<file path="config.mk">
export PLATFORM = sky130hd
export DESIGN_NAME = pipeline_hazard_ctrl_flat
export DESIGN_NICKNAME = d
export VERILOG_FILES = /design/src/rtl/pipeline_hazard_ctrl_if.sv /design/src/rtl/pipeline_hazard_ctrl.sv /design/src/flat_wrapper.sv
export SDC_FILE = /design/constraint.sdc
export NUM_CORES = 1
export LEC_CHECK = 0
export ABC_AREA = 1
export BUFFER_PORTS_ARGS = -buffer_cell sky130_fd_sc_hd__buf_2
export CORE_AREA = 2 2 55 57
export DETAILED_ROUTE_END_ITERATION = 12
export DIE_AREA = 0 0 57 59
export GPL_ROUTABILITY_DRIVEN = 1
export HOLD_SLACK_MARGIN = 0.03
export PLACE_DENSITY = 0.87
export SKIP_LAST_GASP = 1
export SYNTH_ARGS = -nofsm -noshare
export SYNTH_HDL_FRONTEND = slang
export SYNTH_SLANG_ARGS = --single-unit
</file>
<file path="constraint.sdc">
create_clock -name clk -period 1.5 [get_ports clk]
set_clock_uncertainty 0.15 [all_clocks]
set_input_delay 0.15 -clock clk [delete_from_list [all_inputs] [get_ports clk]]
set_output_delay 0.15 -clock clk [all_outputs]
set_load 0.01 [all_outputs]
</file>
<file path="src/rtl/pipeline_hazard_ctrl_if.sv">
// Hazard-control bundle between the F/D/E/M/W pipeline and pipeline_hazard_ctrl.
// Signals are level-valid every cycle; there is no valid/ready handshake on this bundle.
interface pipeline_hazard_ctrl_if #(
    parameter int RAW   = 4,
    parameter int CNT_W = 32
);
    logic [RAW-1:0]   RA1D, RA2D, RA1E, RA2E;
    logic [RAW-1:0]   WA3E, WA3M, WA3W;
    logic             RegWriteE, RegWriteM, RegWriteW, MemToRegE;
    logic             PCSrcD, PCSrcE, PCSrcM, PCSrcW, BranchTakenE;
    logic [1:0]       ForwardAE, ForwardBE;
    logic             StallF, StallD, FlushD, FlushE;
    logic [CNT_W-1:0] StallCycles, FlushEvents;

    modport master (
        output RA1D, RA2D, RA1E, RA2E, WA3E, WA3M, WA3W,
        output RegWriteE, RegWriteM, RegWriteW, MemToRegE,
        output PCSrcD, PCSrcE, PCSrcM, PCSrcW, BranchTakenE,
        input  ForwardAE, ForwardBE, StallF, StallD, FlushD, FlushE,
        input  StallCycles, FlushEvents
    );

    modport slave (
        input  RA1D, RA2D, RA1E, RA2E, WA3E, WA3M, WA3W,
        input  RegWriteE, RegWriteM, RegWriteW, MemToRegE,
        input  PCSrcD, PCSrcE, PCSrcM, PCSrcW, BranchTakenE,
        output ForwardAE, ForwardBE, StallF, StallD, FlushD, FlushE,
        output StallCycles, FlushEvents
    );
endinterface

</file>
<file path="src/rtl/pipeline_hazard_ctrl.sv">
// Forwarding, load-use stall, branch flush and PC-write serialisation for the 5-stage pipeline.
// Optional performance counters are compiled in with the macro HAZARD_PERF_CNT_EN.
module pipeline_hazard_ctrl #(
    parameter int RAW     = 4,
    parameter int MEM_LAT = 1,
    parameter int CNT_W   = 32
) (
    input  logic                   clk,
    input  logic                   reset,
    pipeline_hazard_ctrl_if.slave  hz,
    output logic [1:0]             dbg_state_o
);
    typedef enum logic [1:0] {
        RUN       = 2'd0,
        LOAD_WAIT = 2'd1,
        PC_WAIT   = 2'd2
    } state_e;

    localparam logic [1:0] LCNT_INIT = 2'(MEM_LAT - 1);

    state_e     state_q, state_d;
    logic [1:0] lcnt_q, lcnt_d;
    logic       load_use;
    logic       stall_f, stall_d, flush_d, flush_e;
    logic       out_stall_f, out_stall_d, out_flush_d, out_flush_e;
    logic [1:0] fwd_a, fwd_b;
    logic       unused_pcsrc;

    function automatic logic [1:0] fwd_sel(input logic [RAW-1:0] ra,
                                           input logic [RAW-1:0] wa_m, input logic rw_m,
                                           input logic [RAW-1:0] wa_w, input logic rw_w);
        if (rw_m && (ra == wa_m))      return 2'b10;
        else if (rw_w && (ra == wa_w)) return 2'b01;
        else                           return 2'b00;
    endfunction

    assign fwd_a = fwd_sel(hz.RA1E, hz.WA3M, hz.RegWriteM, hz.WA3W, hz.RegWriteW);
    assign fwd_b = fwd_sel(hz.RA2E, hz.WA3M, hz.RegWriteM, hz.WA3W, hz.RegWriteW);

    assign load_use = hz.MemToRegE & hz.RegWriteE &
                      ((hz.RA1D == hz.WA3E) | (hz.RA2D == hz.WA3E));

    // Only the D and W ends of the PC-write chain steer the FSM.
    assign unused_pcsrc = &{1'b0, hz.PCSrcE, hz.PCSrcM};

    always_ff @(posedge clk or negedge reset) begin
        if (!reset) begin
            state_q <= RUN;
            lcnt_q  <= 2'd0;
        end else begin
            state_q <= state_d;
            lcnt_q  <= lcnt_d;
        end
    end

    always_comb begin
        state_d = state_q;
        lcnt_d  = lcnt_q;
        if (hz.BranchTakenE) begin
            state_d = RUN;
            lcnt_d  = 2'd0;
        end else begin
            case (state_q)
                RUN: begin
                    if (hz.PCSrcD) begin
                        state_d = PC_WAIT;
                    end else if (load_use && (MEM_LAT > 1)) begin
                        state_d = LOAD_WAIT;
                        lcnt_d  = LCNT_INIT;
                    end
                end
                LOAD_WAIT: begin
                    lcnt_d = lcnt_q - 2'd1;
                    if (lcnt_q <= 2'd1) begin
                        state_d = RUN;
                        lcnt_d  = 2'd0;
                    end
                end
                PC_WAIT: begin
                    if (hz.PCSrcW) state_d = RUN;
                end
                default: begin
                    state_d = RUN;
                    lcnt_d  = 2'd0;
                end
            endcase
        end
    end

    always_comb begin
        stall_f = 1'b0;
        stall_d = 1'b0;
        flush_d = 1'b0;
        flush_e = 1'b0;
        case (state_q)
            RUN: begin
                if (load_use) begin
                    stall_f = 1'b1;
                    stall_d = 1'b1;
                    flush_e = 1'b1;
                end
            end
            LOAD_WAIT: begin
                stall_f = 1'b1;
                stall_d = 1'b1;
                flush_e = 1'b1;
            end
            PC_WAIT: begin
                stall_f = 1'b1;
                flush_d = 1'b1;
            end
            default: ;
        endcase
        // A taken branch squashes whatever is in F/D, so nothing may be held.
        if (hz.BranchTakenE) begin
            stall_f = 1'b0;
            stall_d = 1'b0;
            flush_d = 1'b1;
            flush_e = 1'b1;
        end else if (stall_d) begin
            flush_d = 1'b0;
        end
    end

    assign out_stall_f = reset & stall_f;
    assign out_stall_d = reset & stall_d;
    assign out_flush_d = reset & flush_d;
    assign out_flush_e = reset & flush_e;

    assign hz.StallF    = out_stall_f;
    assign hz.StallD    = out_stall_d;
    assign hz.FlushD    = out_flush_d;
    assign hz.FlushE    = out_flush_e;
    assign hz.ForwardAE = reset ? fwd_a : 2'b00;
    assign hz.ForwardBE = reset ? fwd_b : 2'b00;
    assign dbg_state_o  = state_q;

`ifdef HAZARD_PERF_CNT_EN
    logic [CNT_W-1:0] stall_cnt_q, stall_cnt_d, flush_cnt_q, flush_cnt_d;

    always_comb begin
        stall_cnt_d = stall_cnt_q;
        flush_cnt_d = flush_cnt_q;
        if ((out_stall_f | out_stall_d) && !(&stall_cnt_q)) stall_cnt_d = stall_cnt_q + CNT_W'(1);
        if (hz.BranchTakenE && !(&flush_cnt_q))             flush_cnt_d = flush_cnt_q + CNT_W'(1);
    end

    always_ff @(posedge clk or negedge reset) begin
        if (!reset) begin
            stall_cnt_q <= '0;
            flush_cnt_q <= '0;
        end else begin
            stall_cnt_q <= stall_cnt_d;
            flush_cnt_q <= flush_cnt_d;
        end
    end

    assign hz.StallCycles = stall_cnt_q;
    assign hz.FlushEvents = flush_cnt_q;
`else
    assign hz.StallCycles = {CNT_W{1'b0}};
    assign hz.FlushEvents = {CNT_W{1'b0}};
`endif
endmodule

</file>
<file path="src/flat_wrapper.sv">
// flat-port wrapper written by rule: the top's interface ports become plain ports
module pipeline_hazard_ctrl_flat 
#(
    parameter int RAW     = 4,
    parameter int MEM_LAT = 1,
    parameter int CNT_W   = 32
)
  (clk, reset, dbg_state_o, hz_RA1D, hz_RA2D, hz_RA1E, hz_RA2E, hz_WA3E, hz_WA3M, hz_WA3W, hz_RegWriteE, hz_RegWriteM, hz_RegWriteW, hz_MemToRegE, hz_PCSrcD, hz_PCSrcE, hz_PCSrcM, hz_PCSrcW, hz_BranchTakenE, hz_ForwardAE, hz_ForwardBE, hz_StallF, hz_StallD, hz_FlushD, hz_FlushE, hz_StallCycles, hz_FlushEvents);
  pipeline_hazard_ctrl_if #(.RAW(RAW), .CNT_W(CNT_W)) hz_i ();
  input  logic clk;
  input  logic reset;
  output logic [1:0] dbg_state_o;
  input wire logic [$bits(hz_i.RA1D)-1:0] hz_RA1D;
  input wire logic [$bits(hz_i.RA2D)-1:0] hz_RA2D;
  input wire logic [$bits(hz_i.RA1E)-1:0] hz_RA1E;
  input wire logic [$bits(hz_i.RA2E)-1:0] hz_RA2E;
  input wire logic [$bits(hz_i.WA3E)-1:0] hz_WA3E;
  input wire logic [$bits(hz_i.WA3M)-1:0] hz_WA3M;
  input wire logic [$bits(hz_i.WA3W)-1:0] hz_WA3W;
  input wire logic [$bits(hz_i.RegWriteE)-1:0] hz_RegWriteE;
  input wire logic [$bits(hz_i.RegWriteM)-1:0] hz_RegWriteM;
  input wire logic [$bits(hz_i.RegWriteW)-1:0] hz_RegWriteW;
  input wire logic [$bits(hz_i.MemToRegE)-1:0] hz_MemToRegE;
  input wire logic [$bits(hz_i.PCSrcD)-1:0] hz_PCSrcD;
  input wire logic [$bits(hz_i.PCSrcE)-1:0] hz_PCSrcE;
  input wire logic [$bits(hz_i.PCSrcM)-1:0] hz_PCSrcM;
  input wire logic [$bits(hz_i.PCSrcW)-1:0] hz_PCSrcW;
  input wire logic [$bits(hz_i.BranchTakenE)-1:0] hz_BranchTakenE;
  output wire logic [$bits(hz_i.ForwardAE)-1:0] hz_ForwardAE;
  output wire logic [$bits(hz_i.ForwardBE)-1:0] hz_ForwardBE;
  output wire logic [$bits(hz_i.StallF)-1:0] hz_StallF;
  output wire logic [$bits(hz_i.StallD)-1:0] hz_StallD;
  output wire logic [$bits(hz_i.FlushD)-1:0] hz_FlushD;
  output wire logic [$bits(hz_i.FlushE)-1:0] hz_FlushE;
  output wire logic [$bits(hz_i.StallCycles)-1:0] hz_StallCycles;
  output wire logic [$bits(hz_i.FlushEvents)-1:0] hz_FlushEvents;
  assign hz_i.RA1D = hz_RA1D;
  assign hz_i.RA2D = hz_RA2D;
  assign hz_i.RA1E = hz_RA1E;
  assign hz_i.RA2E = hz_RA2E;
  assign hz_i.WA3E = hz_WA3E;
  assign hz_i.WA3M = hz_WA3M;
  assign hz_i.WA3W = hz_WA3W;
  assign hz_i.RegWriteE = hz_RegWriteE;
  assign hz_i.RegWriteM = hz_RegWriteM;
  assign hz_i.RegWriteW = hz_RegWriteW;
  assign hz_i.MemToRegE = hz_MemToRegE;
  assign hz_i.PCSrcD = hz_PCSrcD;
  assign hz_i.PCSrcE = hz_PCSrcE;
  assign hz_i.PCSrcM = hz_PCSrcM;
  assign hz_i.PCSrcW = hz_PCSrcW;
  assign hz_i.BranchTakenE = hz_BranchTakenE;
  assign hz_ForwardAE = hz_i.ForwardAE;
  assign hz_ForwardBE = hz_i.ForwardBE;
  assign hz_StallF = hz_i.StallF;
  assign hz_StallD = hz_i.StallD;
  assign hz_FlushD = hz_i.FlushD;
  assign hz_FlushE = hz_i.FlushE;
  assign hz_StallCycles = hz_i.StallCycles;
  assign hz_FlushEvents = hz_i.FlushEvents;
  pipeline_hazard_ctrl #(.RAW(RAW), .MEM_LAT(MEM_LAT), .CNT_W(CNT_W)) u_core (.clk(clk), .reset(reset), .hz(hz_i), .dbg_state_o(dbg_state_o));
endmodule
</file>
==> results of run 1 <==
==> power by group <==
group	switching (uW)	total, uW	internal, uW
clock network	0	0	0
registers	1.75	31.4	29.7
logic	164	246	81.8
total	166	278	112
==> through the flow <==
step           std cells  hold WS, ps  utilization (%)  power [uW]  cell area, um2
3_5_place_dp         245         -193             37.1         273            1010
4_1_cts              246          193             37.5         276            1020
5_1_grt              246          208             37.5         313            1020
2_1_floorplan        234         -296                -         313            1230
6_report             246          190             37.5         278            1020
3_3_place_gp         245         -194             37.1         270            1010
==> cell usage after synthesis (all sizes together) <==
cell / n
nand2: 40
o21ai: 2
nor2: 14
a21oi: 5
inv: 24
nor4: 1
nand4: 1
conb: 1
nand3: 1
xnor2: 3
xor2: 6
o22ai: 1
buf: 65
dfrtp: 1
nor3: 2
nand3b: 1
or2: 1
o31ai: 1
==> per-layer routing <==
layer	up-vias	GRT usage, %
met1	364	10.7
met2	57	18.6
li1	467	-
met5	-	0
met3	0	0.218
met4	0	0
==> worst max path at each step <==
stage	endpoint	cells past startpoint	startpoint	slack, ps
floorplan	hz_StallD	3	u_core.dbg_state_o[1]$_DFFE_PN0P_	430
global placement	hz_ForwardAE[0]	7	hz_RA1E[2]	210
detailed placement	hz_ForwardAE[1]	6	hz_RA1E[2]	190
CTS	hz_ForwardAE[1]	6	hz_RA1E[2]	190
global route	hz_FlushE	10	hz_WA3E[1]	70
finish	hz_ForwardAE[0]	7	hz_RA1E[2]	190
==> worst max-delay path, delay by kind of cell <==
kind,cells,cell delay [ps]
compound gates,1,160
buf+inv,3,270
simple gates,3,430
==> area by class of cell <==
type                    instances  area (um2)
inverters                      24        90.1
fillers                       302        1690
well taps                      31        38.8
multi-input cells             144         627
flip-flops and latches          1        25.0
repair buffers                 46         235
==> repair_timing <==
action / in CTS / in global routing
endpoints found under the hold margin: 1 / 0
resized for setup: 0 / 0
hold buffers: 1 / 0
==> cell families after synthesis <==
| kind of cell | synth area share (%) |
|---|---|
| compound gates | 5.31 |
| flops | 2.53 |
| other cells | 0.379 |
| xor+xnor | 7.97 |
| simple gates | 25.4 |
| buf+inv | 58.4 |
==> reports/qor.txt, run 1 <==
met3 wire len: 191 um
largest net degree at the start of global routing: 5
FF-to-FF path depth: 3
# IOs: 113
antenna cells: 0
total core area: 0.00271 mm2
die area: 0.00336 mm2
GRT Resource Usage Total: 8.92%
worst-path cell chain: buf_2, or2_0, a21oi_1, nand4_1, nand2_1, inv_1, buf_2
DR vias: 888
Iteration-0 DRC Markers: 15
CP max stage cell: or2_0
Tmin final: 1310 ps
Synth-to-Final Area Change: 2.65%
Max-Cap Viols: 0
clock-pin slew on the worst setup and hold paths: 0 ps
Unique masters post-synth: 20
Hold Path Depth: 2
Post-Synthesis Cell Area: 990 um2
#FFs+latches synth: 1
via density per instance: 3.61
Worst VDD drop: 0.000189 V
I/O Buffers: 45
endpoint arrival time on the critical path: 1010 ps
final setup TNS: 0 ps
RePlAce Congestion: 0.834
Synth Area per Inst: 5.82 um2
outcome: finished, final reports clean
Crit Path Class: in -> out
CP most frequent cell: buf_2
CP Launch Type: input port
CP Capture Type: output port
WL met1: 645 um
Wirelength per Cell: 7.06 um
post-route ant nets: 0
DR pass1 iterations: 3
RSZ-0062 raised after global routing: false
Worst R2R Start: u_core.dbg_state_o[1]$_DFFE_PN0P_
final setup fails: 0
Final Routed Wirelength: 1740 um
flop2flop setup slack: 600 ps
metal2 WL: 899 um
RR Endpoint: u_core.dbg_state_o[1]$_DFFE_PN0P_
Pwr Density: 273 mW/mm2
Die H: 59 um
initial antenna violation count: 0
Hold EP: u_core.dbg_state_o[1]$_DFFE_PN0P_
max-slew violation count: 0
Clk Latency, worst-skew pair: 0 ps
most frequent cells in the layout: 65 x conb_1, 45 x buf_2, 39 x nand2_1
final hold vios: 0
Seq/Total Area, Yosys: 2.53%
share of layout cells above drive strength 1: 22.3%
count of warnings emitted by yosys: 0
Req. time, crit path: 1200 ps
Crit Path Max Fanout: 3
Post-route DRC: 0
worst slack at placement: 193 ps
min-delay src: hz_PCSrcW
maximum clock frequency: 762 MHz
top cell type's share of synthesized area: 49.3%
Initial Util: 36.5%
Critical Path Max Stage Delay: 210 ps
postcts setup bufs: 0
Nets: 256
Hold Path Class: in -> reg
commonest non-fill, non-tap cell in the layout: conb_1
global-route wire length before repair: 2530 um
leak pwr: 0.000738 uW
PnR worst setup slack: 187 ps
Largest register FFs: 1
Mapped Cells: 170
number of global-route vias before repair: 697
Die Wd: 57 um
area leader, netlist: buf_4
global route overflow: 0
DR top layer: met3
final worst-path cycle share: 87.5%
ranking of synthesized cells by area: buf_4 49%, nand2_1 15%, inv_1 9.1%
dpl hpwl: 1640 um
Rows: 19
Power figures use the tool's default switching activity.
==> run 2, diff against run 1 <==
==> constraint.sdc (replaced) <==
create_clock -name clk -period 1.5 [get_ports clk]
set_clock_uncertainty 0.15 [all_clocks]
set_input_delay 0.3 -clock clk [delete_from_list [all_inputs] [get_ports clk]]
set_output_delay 0.3 -clock clk [all_outputs]
set_load 0.01 [all_outputs]
==> reports/qor.txt, run 2 (synthesis results as in run 1) <==
flop2flop setup slack: 590 ps (about the same)
antenna cells: 0 (unchanged)
Initial Util: 36.5% (unchanged)
Tmin final: 1580 ps (+265 ps)
DR vias: 903 (+1.7%)
most frequent cells in the layout: 65 x conb_1, 36 x nand2_1, 33 x buf_2
final setup fails: 7 (+7)
RSZ-0062 raised after global routing: true
initial antenna violation count: 0 (unchanged)
Crit Path Class: in -> out
Rows: 19 (unchanged)
Post-route DRC: 0 (unchanged)
CP Launch Type: input port
total core area: 0.00271 mm2 (unchanged)
largest net degree at the start of global routing: 5 (unchanged)
endpoint arrival time on the critical path: 1130 ps (+120 ps)
final worst-path cycle share: 105% (+18 points)
Synth-to-Final Area Change: 14.8%
I/O Buffers: 45 (unchanged)
Die H: 59 um (unchanged)
Worst VDD drop: 0.000218 V (+16%)
post-layout util: 41.9% (+4.4 points)
final hold vios: 0 (unchanged)
via density per instance: 3.66 (+1.3%)
Wirelength per Cell: 7.87 um (+12%)
number of global-route vias before repair: 728 (+4.4%)
hold slack: 51.0 ps (-139 ps)
Req. time, crit path: 1050 ps (-150 ps)
PnR worst setup slack: -77.3 ps (-265 ps)
GRT Resource Usage Total: 9.84% (+0.92 points)
max-slew violation count: 0 (unchanged)
CP Capture Type: output port
overall power: 319 uW (+15%)
Worst R2R Start: u_core.dbg_state_o[1]$_DFFE_PN0P_
Clk Latency, worst-skew pair: 0 ps (unchanged)
Die Wd: 57 um (unchanged)
global-route wire length before repair: 2770 um (+9.5%)
Iteration-0 DRC Markers: 11 (-4)
RR Endpoint: u_core.dbg_state_o[1]$_DFFE_PN0P_
DR pass1 iterations: 2 (-1)
Max-Cap Viols: 0 (unchanged)
hold-fix buffers at CTS: 0 (-1)
leak pwr: 0.000771 uW (+4.4%)
Hold Path Class: in -> async
dpl hpwl: 1660 um (+1.2%)
RePlAce Congestion: 0.842 (+0.98%)
Nets: 257 (+0.39%)
maximum clock frequency: 634 MHz (-17%)
die area: 0.00336 mm2 (unchanged)
FF-to-FF path depth: 2 (-1)
number of fill cells: 296 (-2.0%)
commonest non-fill, non-tap cell in the layout: conb_1
Crit Path Max Fanout: 3 (unchanged)
# IOs: 113 (unchanged)
clock-pin slew on the worst setup and hold paths: 0 ps (unchanged)
Largest register FFs: 1 (unchanged)
share of layout cells above drive strength 1: 29.6% (+7.3 points)
global route overflow: 0 (unchanged)
outcome: complete, but fails checks
final setup TNS: -316 ps (-316 ps)
post-route ant nets: 0 (unchanged)
Pwr Density: 281 mW/mm2 (+2.8%)
Final Routed Wirelength: 1940 um (+12%)
failing checks: setup timing
[run 2: cell types whose count changed in the layout (fill, tap and decap cells not counted), sizes merged]
cell         before  now
dlygate4sd3       1    0
buf              45   47
[run 2: how the worst max path moves through the flow]
stage	startpoint	end	slack, ps	depth (start not counted)
2_1_floorplan	hz_RA1E[2]	hz_ForwardAE[1]	140	4
3_3_place_gp	hz_WA3E[1]	hz_FlushE	-90	10
3_5_place_dp	hz_WA3E[1]	hz_FlushE	-110	10
4_1_cts	hz_WA3E[3]	hz_FlushE	-100	10
5_1_grt	hz_WA3E[1]	hz_FlushE	-160	10
6_report	hz_WA3M[2]	hz_ForwardAE[1]	-80	6
[run 2: routing by layer]
metal | share of wire [%] | GRT usage (%) | vias up
met5 | 0 | 0 | -
met1 | 31 | 10.6 | 371
met4 | 1.0 | 1.33 | 0
met3 | 12 | 1.09 | 2
met2 | 56 | 20.7 | 61
li1 | - | - | 469
[run 2: area by class of cell]
cell class                      instances  area [um2]  area share (%)
Inverter                               24        90.1            7.93
Timing Repair Buffer                   47         319            28.1
Multi-Input combinational cell        144         663            58.4
Tap cell                               31        38.8            3.41
Sequential cell                         1        25.0            2.20
[run 2: stage by stage]
| step | setup WS [ps] | cell area (um2) | instances |
|---|---|---|---|
| 2_1_floorplan | 142 | 1230 | 234 |
| 3_3_place_gp | -91.3 | 1020 | 247 |
| 3_5_place_dp | -109 | 1020 | 247 |
| 4_1_cts | -99.8 | 1080 | 247 |
| 5_1_grt | -164 | 1140 | 247 |
| 6_report | -77.3 | 1140 | 247 |
[run 2: power by group]
group | internal, uW | switching [uW] | leakage, uW
registers | 29.7 | 1.81 | 0.0000129
clock network | 0 | 0 | 0
logic | 112 | 176 | 0.000758
total | 141 | 178 | 0.000771
[run 2: critical path: stages]
cell,delay [ps]
buf_6,100
or2_0,220
a21oi_1,130
nand4_1,120
nor2_1,120
buf_2,140
[run 2: what timing repair did]
| item | CTS | global route |
|---|---|---|
| endpoints found under the setup margin | 7 | 7 |
| pin swaps | 16 | 19 |
| gates resized for setup | 13 | 16 |
| buffers inserted | 0 | 0 |
